==> src/rtl/sobel_pkg.sv <==
// Shared types and sizing helpers for the Sobel stream driver.
package sobel_pkg;

  typedef enum logic [2:0] {
    ST_IDLE,
    ST_START,
    ST_ARM,
    ST_FEED,
    ST_PAD,
    ST_COLLECT
  } state_e;

  function automatic int unsigned n_in(input int unsigned w, input int unsigned h);
    return w * h;
  endfunction

  function automatic int unsigned n_out(input int unsigned w, input int unsigned h);
    return (w - 2) * (h - 2);
  endfunction

  function automatic int unsigned cnt_w(input int unsigned n);
    return $clog2(n + 1);
  endfunction

endpackage

==> src/rtl/sobel_skid_buf.sv <==
// Two-entry registered FIFO holding {sop, eop, data} results ahead of the source port.
module sobel_skid_buf #(
  parameter int unsigned W = 10
) (
  input  logic         clk_i,
  input  logic         rst_i,
  input  logic         push_i,
  input  logic [W-1:0] data_i,
  input  logic         pop_i,
  output logic [W-1:0] data_o,
  output logic         full_o,
  output logic         empty_o
);

  logic [W-1:0] mem_q [2];
  logic [W-1:0] mem_d [2];
  logic         wr_ptr_q, wr_ptr_d;
  logic         rd_ptr_q, rd_ptr_d;
  logic [1:0]   cnt_q, cnt_d;
  logic         do_push, do_pop;

  always_comb begin
    mem_d    = mem_q;
    wr_ptr_d = wr_ptr_q;
    rd_ptr_d = rd_ptr_q;
    do_push  = push_i & (cnt_q != 2'd2);
    do_pop   = pop_i & (cnt_q != 2'd0);
    if (do_push) begin
      mem_d[wr_ptr_q] = data_i;
      wr_ptr_d        = ~wr_ptr_q;
    end
    if (do_pop) begin
      rd_ptr_d = ~rd_ptr_q;
    end
    cnt_d = cnt_q + {1'b0, do_push} - {1'b0, do_pop};
  end

  always_ff @(posedge clk_i or posedge rst_i) begin
    if (rst_i) begin
      mem_q    <= '{default: '0};
      wr_ptr_q <= 1'b0;
      rd_ptr_q <= 1'b0;
      cnt_q    <= '0;
    end else begin
      mem_q    <= mem_d;
      wr_ptr_q <= wr_ptr_d;
      rd_ptr_q <= rd_ptr_d;
      cnt_q    <= cnt_d;
    end
  end

  assign empty_o = (cnt_q == 2'd0);
  assign full_o  = (cnt_q == 2'd2);
  assign data_o  = empty_o ? '0 : mem_q[rd_ptr_q];

endmodule

==> src/rtl/sobel_stream_driver.sv <==
// Avalon-ST adapter: frames pixels into the Sobel core and streams its results out as one packet.
module sobel_stream_driver
  import sobel_pkg::*;
#(
  parameter int unsigned IMG_W = 16,
  parameter int unsigned IMG_H = 16,
  parameter int unsigned PIX_W = 8,
  parameter int unsigned RES_W = 8
) (
  input  logic             clk_i,
  input  logic             rst_i,
  input  logic             snk_valid_i,
  input  logic             snk_sop_i,
  input  logic             snk_eop_i,
  input  logic [PIX_W-1:0] snk_data_i,
  output logic             snk_ready_o,
  output logic             src_valid_o,
  output logic             src_sop_o,
  output logic             src_eop_o,
  output logic [RES_W-1:0] src_data_o,
  input  logic             src_ready_i,
  input  logic             core_ready_i,
  output logic             core_start_o,
  output logic [PIX_W-1:0] core_pix_o,
  output logic             core_pix_we_o,
  input  logic             core_res_valid_i,
  input  logic [RES_W-1:0] core_res_i,
  output logic             core_res_ack_o,
  output logic             err_o
);

  localparam int unsigned N_IN   = n_in(IMG_W, IMG_H);
  localparam int unsigned N_OUT  = n_out(IMG_W, IMG_H);
  localparam int unsigned IN_CW  = cnt_w(N_IN);
  localparam int unsigned OUT_CW = cnt_w(N_OUT);
  localparam logic [IN_CW-1:0]  IN_LAST  = IN_CW'(N_IN - 1);
  localparam logic [OUT_CW-1:0] OUT_LAST = OUT_CW'(N_OUT - 1);
  localparam logic [OUT_CW-1:0] OUT_END  = OUT_CW'(N_OUT);

  state_e              state_q, state_d;
  logic [IN_CW-1:0]    in_cnt_q, in_cnt_d;
  logic [OUT_CW-1:0]   out_cnt_q, out_cnt_d;
  logic                discard_q, discard_d;
  logic                err_q, err_d;
  logic                push, pop, skid_full, skid_empty;
  logic [RES_W+1:0]    skid_in, skid_head;

  always_comb begin
    state_d        = state_q;
    in_cnt_d       = in_cnt_q;
    out_cnt_d      = out_cnt_q;
    discard_d      = discard_q;
    err_d          = 1'b0;
    snk_ready_o    = 1'b0;
    core_start_o   = 1'b0;
    core_pix_o     = '0;
    core_pix_we_o  = 1'b0;
    core_res_ack_o = 1'b0;
    push           = 1'b0;
    pop            = src_valid_o & src_ready_i;
    skid_in        = {(out_cnt_q == '0), (out_cnt_q == OUT_LAST), core_res_i};
    unique case (state_q)
      ST_IDLE: begin
        // A discard left over from an overlong frame keeps draining until its eop.
        if (discard_q) begin
          snk_ready_o = snk_valid_i;
          if (snk_valid_i & snk_eop_i) discard_d = 1'b0;
        end else begin
          snk_ready_o = snk_valid_i & ~snk_sop_i;
          if (snk_valid_i & snk_sop_i & core_ready_i) state_d = ST_START;
        end
      end
      ST_START: begin
        core_start_o = 1'b1;
        in_cnt_d     = '0;
        out_cnt_d    = '0;
        state_d      = ST_ARM;
      end
      ST_ARM: state_d = ST_FEED;
      ST_FEED: begin
        snk_ready_o = 1'b1;
        if (snk_valid_i) begin
          core_pix_o    = snk_data_i;
          core_pix_we_o = 1'b1;
          in_cnt_d      = in_cnt_q + IN_CW'(1);
          if (in_cnt_q == IN_LAST) begin
            state_d = ST_COLLECT;
            if (!snk_eop_i) begin
              err_d     = 1'b1;
              discard_d = 1'b1;
            end
          end else if (snk_eop_i) begin
            err_d   = 1'b1;
            state_d = ST_PAD;
          end
          if (snk_sop_i && in_cnt_q != '0) err_d = 1'b1;
        end
      end
      ST_PAD: begin
        core_pix_we_o = 1'b1;
        in_cnt_d      = in_cnt_q + IN_CW'(1);
        if (in_cnt_q == IN_LAST) state_d = ST_COLLECT;
      end
      ST_COLLECT: begin
        snk_ready_o = discard_q;
        if (discard_q & snk_valid_i & snk_eop_i) discard_d = 1'b0;
        if (core_res_valid_i && !skid_full && out_cnt_q != OUT_END) begin
          core_res_ack_o = 1'b1;
          push           = 1'b1;
          out_cnt_d      = out_cnt_q + OUT_CW'(1);
        end
        if (pop & src_eop_o) state_d = ST_IDLE;
      end
      default: state_d = ST_IDLE;
    endcase
  end

  always_ff @(posedge clk_i or posedge rst_i) begin
    if (rst_i) begin
      state_q   <= ST_IDLE;
      in_cnt_q  <= '0;
      out_cnt_q <= '0;
      discard_q <= 1'b0;
      err_q     <= 1'b0;
    end else begin
      state_q   <= state_d;
      in_cnt_q  <= in_cnt_d;
      out_cnt_q <= out_cnt_d;
      discard_q <= discard_d;
      err_q     <= err_d;
    end
  end

  sobel_skid_buf #(
    .W(RES_W + 2)
  ) u_skid (
    .clk_i   (clk_i),
    .rst_i   (rst_i),
    .push_i  (push),
    .data_i  (skid_in),
    .pop_i   (pop),
    .data_o  (skid_head),
    .full_o  (skid_full),
    .empty_o (skid_empty)
  );

  assign src_valid_o                          = ~skid_empty;
  assign {src_sop_o, src_eop_o, src_data_o}   = skid_head;
  assign err_o                                = err_q;

endmodule

==> config.mk <==
export PLATFORM = sky130hd
export DESIGN_NAME = sobel_stream_driver
export DESIGN_NICKNAME = d
export VERILOG_FILES = /design/src/rtl/sobel_pkg.sv /design/src/rtl/sobel_skid_buf.sv /design/src/rtl/sobel_stream_driver.sv
export SDC_FILE = /design/constraint.sdc
export NUM_CORES = 1
export LEC_CHECK = 0
export CORE_MARGIN = 3
export CORE_UTILIZATION = 48
export DETAILED_ROUTE_END_ITERATION = 10
export PLACE_DENSITY_LB_ADDON = 0.12
export SLEW_MARGIN = 15
export SYNTH_ARGS = -nofsm -noshare
export SYNTH_HDL_FRONTEND = slang
export SYNTH_HIERARCHICAL = 1
export SYNTH_SLANG_ARGS = --single-unit
export TNS_END_PERCENT = 5
==> constraint.sdc <==
create_clock -name clk_i -period 2.52 [get_ports clk_i]
set_input_delay 0.756 -clock clk_i [delete_from_list [all_inputs] [get_ports clk_i]]
set_output_delay 0.756 -clock clk_i [all_outputs]
set_load 0.01 [all_outputs]
==> load_flow_metrics.sql <==
INSERT INTO impl_metrics (metric_group, metric, value, unit) VALUES
('cells_and_area', 'final_common_cell', 'sky130_fd_sc_hd__dfrtp_1', ''),
('power', 'leakage', '1.83', 'nW'),
('clock_network', 'clock_tree.root_cell', 'sky130_fd_sc_hd__clkbuf_8', ''),
('detailed_routing', 'vias_per_cell', '5.64', ''),
('worst_setup_path', 'critical_path.endpoint_type', 'output port', ''),
('floorplan', 'pin_count', '48', ''),
('detailed_routing', 'drt-wirelength-per-cell', '14.9', 'microns'),
('synth', 'synth_seq_cells', '46', ''),
('sta', 'timing_max_transition_violations_final', '0', ''),
('place', 'place_congestion', '0.872', ''),
('synth', 'synth_top_flop_cell', 'sky130_fd_sc_hd__dfrtp_1', ''),
('floorplan', 'chipHeight', '81.7', 'microns'),
('global_routing', 'first_global_vias', '2346', ''),
('sta', 'number_of_hold_slack_violations_in_the_final_timing_report', '0', ''),
('cells_and_area', 'stdcell_area', '0.00361', 'sq mm'),
('power', 'max-vdd-ir-drop', '483', 'uV'),
('sta', 'fmax', '408', 'MHz'),
('sta', 'fin_skew', '0.00977', 'ns'),
('global_routing', 'initial_antenna_violation_count', '0', ''),
('min_path', 'worst_hold_path_type', 'flop to flop', ''),
('global_routing', 'grt_pass1_wl', '10900', 'microns'),
('synth', 'number_of_flops_mapped_to_enable_cells_by_yosys', '0', ''),
('sta', 'post-route-period-util', '97.4', '%'),
('cells_and_area', 'flow.area_growth_from_synthesis', '31.3', '%'),
('power', 'overall_power_consumption', '0.00305', 'W'),
('clock_network', 'clock_insertion_delay_worst_skew', '0.31', 'ns'),
('synth', 'synth-warning-count', '6', ''),
('cells_and_area', 'layout.filler_cells', '456', ''),
('synth', 'synth_cell_type_count', '60', ''),
('clock_network', 'clock_transition_at_the_registers_of_the_reported_paths', '0.10', 'ns'),
('sta', 'grt_setup_unrepaired', 'false', ''),
('place', 'placement.setup.worst_slack', '-0.586', 'ns'),
('sta', 'slew_headroom', '71.8', '%'),
('worst_setup_path', 'worst-endpoint-required', '1.76', 'ns'),
('synth', 'syn-mean-instance-area', '9.96', 'sq um'),
('sta', 'setup_viol_count_final', '0', ''),
('global_routing', 'global_route.overflow_total', '0', ''),
('floorplan', 'core-area', '0.00534', 'sq mm'),
('worst_setup_path', 'rrSetupSlack', '0.14', 'ns'),
('synth', 'yosys.area.top_type', 'sky130_fd_sc_hd__dfrtp_1', ''),
('cells_and_area', 'num_antenna_cells', '0', ''),
('synth', 'synth-seq-area-share', '41.9', '%'),
('outcome', 'outcome', 'finished clean', ''),
('detailed_routing', 'initialDrtViolationCount', '119', ''),
('cells_and_area', 'multi_input_comb_area', '0.00144', 'sq mm'),
('clock_network', 'cts_max_path_buffers', '2', ''),
('cells_and_area', 'design.final.nets', '386', ''),
('worst_setup_path', 'cp_max_fo', '2', ''),
('clock_network', 'clock-sinks', '46', ''),
('clock_network', 'cts-htree-levels', '2', ''),
('synth', 'async_reset_ff_share', '100', '%'),
('cells_and_area', 'final_cell_mix', '44 x sky130_fd_sc_hd__dfrtp_1, 37 x sky130_fd_sc_hd__buf_4, 28 x sky130_fd_sc_hd__clkdlybuf4s50_1', ''),
('place', 'hpwlAfterDp', '4730', 'microns'),
('synth', 'post_synth_instance_area', '0.00275', 'sq mm'),
('worst_setup_path', 'crit_path_start_kind', 'flop', ''),
('sta', 'final_critical_path_time_including_i_o_delays_and_setup', '2.45', 'ns'),
('cells_and_area', 'drive_gt1_share', '25.4', '%'),
('synth', 'postSynthCellCount', '276', ''),
('detailed_routing', 'dr_drc_count', '0', ''),
('clock_network', 'cts_tree', 'done', ''),
('sta', 'setup_slack', '0.0665', 'ns'),
('power', 'power_density', '845', 'mW/mm^2'),
('global_routing', 'grt_max_degree', '25', ''),
('detailed_routing', 'antenna_left', '0', ''),
('floorplan', 'starting_density_of_the_core', '51.5', '%'),
('place', 'dpl_cell_area', '0.00348', 'sq mm'),
('global_routing', 'global_router_s_overall_resource_usage', '21.3', '%'),
('synth', 'synthDominantCellAreaShare', '41.9', '%'),
('detailed_routing', 'finalWirelength', '6320', 'microns'),
('worst_setup_path', 'timing_worst_setup_path_type', 'flop to output port', ''),
('cells_and_area', 'layout.area.seq', '0.00115', 'sq mm');
[synthesized netlist by cell type, types with 2 or more instances]
cell,count
sky130_fd_sc_hd__dfrtp_1,46
sky130_fd_sc_hd__nor2_1,21
sky130_fd_sc_hd__nand2_1,20
sky130_fd_sc_hd__inv_1,16
sky130_fd_sc_hd__nand3_1,15
sky130_fd_sc_hd__mux2i_1,11
sky130_fd_sc_hd__mux2_2,10
sky130_fd_sc_hd__mux2_4,10
sky130_fd_sc_hd__a21oi_1,9
sky130_fd_sc_hd__and2_1,8
sky130_fd_sc_hd__clkbuf_1,8
sky130_fd_sc_hd__ha_1,8
sky130_fd_sc_hd__o21ai_0,8
sky130_fd_sc_hd__nand2b_1,6
sky130_fd_sc_hd__nor2b_1,6
sky130_fd_sc_hd__and3_1,4
sky130_fd_sc_hd__buf_6,4
sky130_fd_sc_hd__o31ai_1,4
sky130_fd_sc_hd__a31oi_1,3
sky130_fd_sc_hd__nand4b_1,3
sky130_fd_sc_hd__nor3_1,3
sky130_fd_sc_hd__or2_2,3
sky130_fd_sc_hd__xnor2_1,3
sky130_fd_sc_hd__a211o_1,2
sky130_fd_sc_hd__a22oi_1,2
sky130_fd_sc_hd__and3_2,2
sky130_fd_sc_hd__and4b_1,2
sky130_fd_sc_hd__buf_2,2
sky130_fd_sc_hd__nand4_1,2
sky130_fd_sc_hd__nor3b_1,2
sky130_fd_sc_hd__nor4b_1,2
sky130_fd_sc_hd__o2111ai_1,2
sky130_fd_sc_hd__o221ai_1,2
[cell families after synthesis]
| kind of cell | count (synthesis) | synth area share [%] |
|---|---|---|
| AND/OR/NAND/NOR | 107 | 21.4 |
| multiplexers | 31 | 13.6 |
| AO/OA/AOI/OAI | 46 | 11.9 |
| adder cells (fa/ha/maj) | 8 | 3.64 |
| XOR/XNOR | 4 | 1.28 |
| buffers and inverters | 34 | 6.33 |
| flip-flops | 46 | 41.9 |
[worst paths after layout]
kind,from,to,depth (start not counted)
worst max-delay path,out_cnt_q[0],core_res_ack_o,6
worst max register to register,out_cnt_q[0],u_skid/cnt_q[1],12
worst min-delay path,u_skid/mem_q[13],u_skid/mem_q[13],1
worst min register to register,u_skid/mem_q[13],u_skid/mem_q[13],1
min in group asynchronous,rst_i,out_cnt_q[4],3
max in group asynchronous,rst_i,u_skid/rd_ptr_q,3
[where the power goes]
group	internal (W)	total (W)	switching (W)
sequential	0.000932	0.00109	0.000159
combinational	0.000756	0.00147	0.000715
clock	0.000208	0.000487	0.000279
[registers in the layout, summed over array words and instances, names as in the netlist]
signal and cells:
u_skid/wr_ptr_q 1, u_skid/rd_ptr_q 1, err_o 1, discard_q 1, state_q 3, u_skid/mem_q 20, u_skid/cnt_q 2, in_cnt_q 9
out_cnt_q 8
[worst max-delay path, cell delays in order (launching register included)]
cell and delay [ns]:
sky130_fd_sc_hd__dfrtp_1 0.36, sky130_fd_sc_hd__inv_1 0.05, sky130_fd_sc_hd__ha_1 0.20, sky130_fd_sc_hd__and4_1 0.16, sky130_fd_sc_hd__a2111o_2 0.45, sky130_fd_sc_hd__clkinv_2 0.08, sky130_fd_sc_hd__buf_6 0.10
[metal layers]
metal  wire length [microns]  global-route usage (%)  share of wire (%)  up-vias
li1                        -                       -                  -     1143
met1                    2760                    27.3                 44     1169
met2                    3110                    35.8                 49       76
met3                     369                    4.93                5.8        9
met4                      78                    6.15                1.2        0
met5                       0                       0                  0        -
[layout make-up]
type | instances | share of cell area (%)
clock buffers | 5 | 1.91
clock inverters | 3 | 0.798
inverters | 18 | 1.91
multi-input cells | 197 | 39.8
flip-flops and latches | 46 | 32.0
well taps | 70 | 2.43
repair buffers | 86 | 21.2
[stage by stage]
step	std cells	utilization (%)	setup TNS, ns	hold WS [ns]
final	425	67.6	0	0.510
after global routing	425	67.6	0	0.532
after CTS	425	67.3	0	0.515
after detailed placement	412	65.2	-11.70	0.494
after global placement	412	65.2	-9.60	0.489
after floorplan	276	-	0	0.468
[repair_timing]
item                                    4_1_cts  5_1_grt
cloned                                        1        0
pin swaps                                     2        1
setup buffers                                 4        0
hold buffers                                  0        0
endpoints found under the setup margin       13       17
gates resized for setup                      42        7
Power figures use the tool's default switching activity.
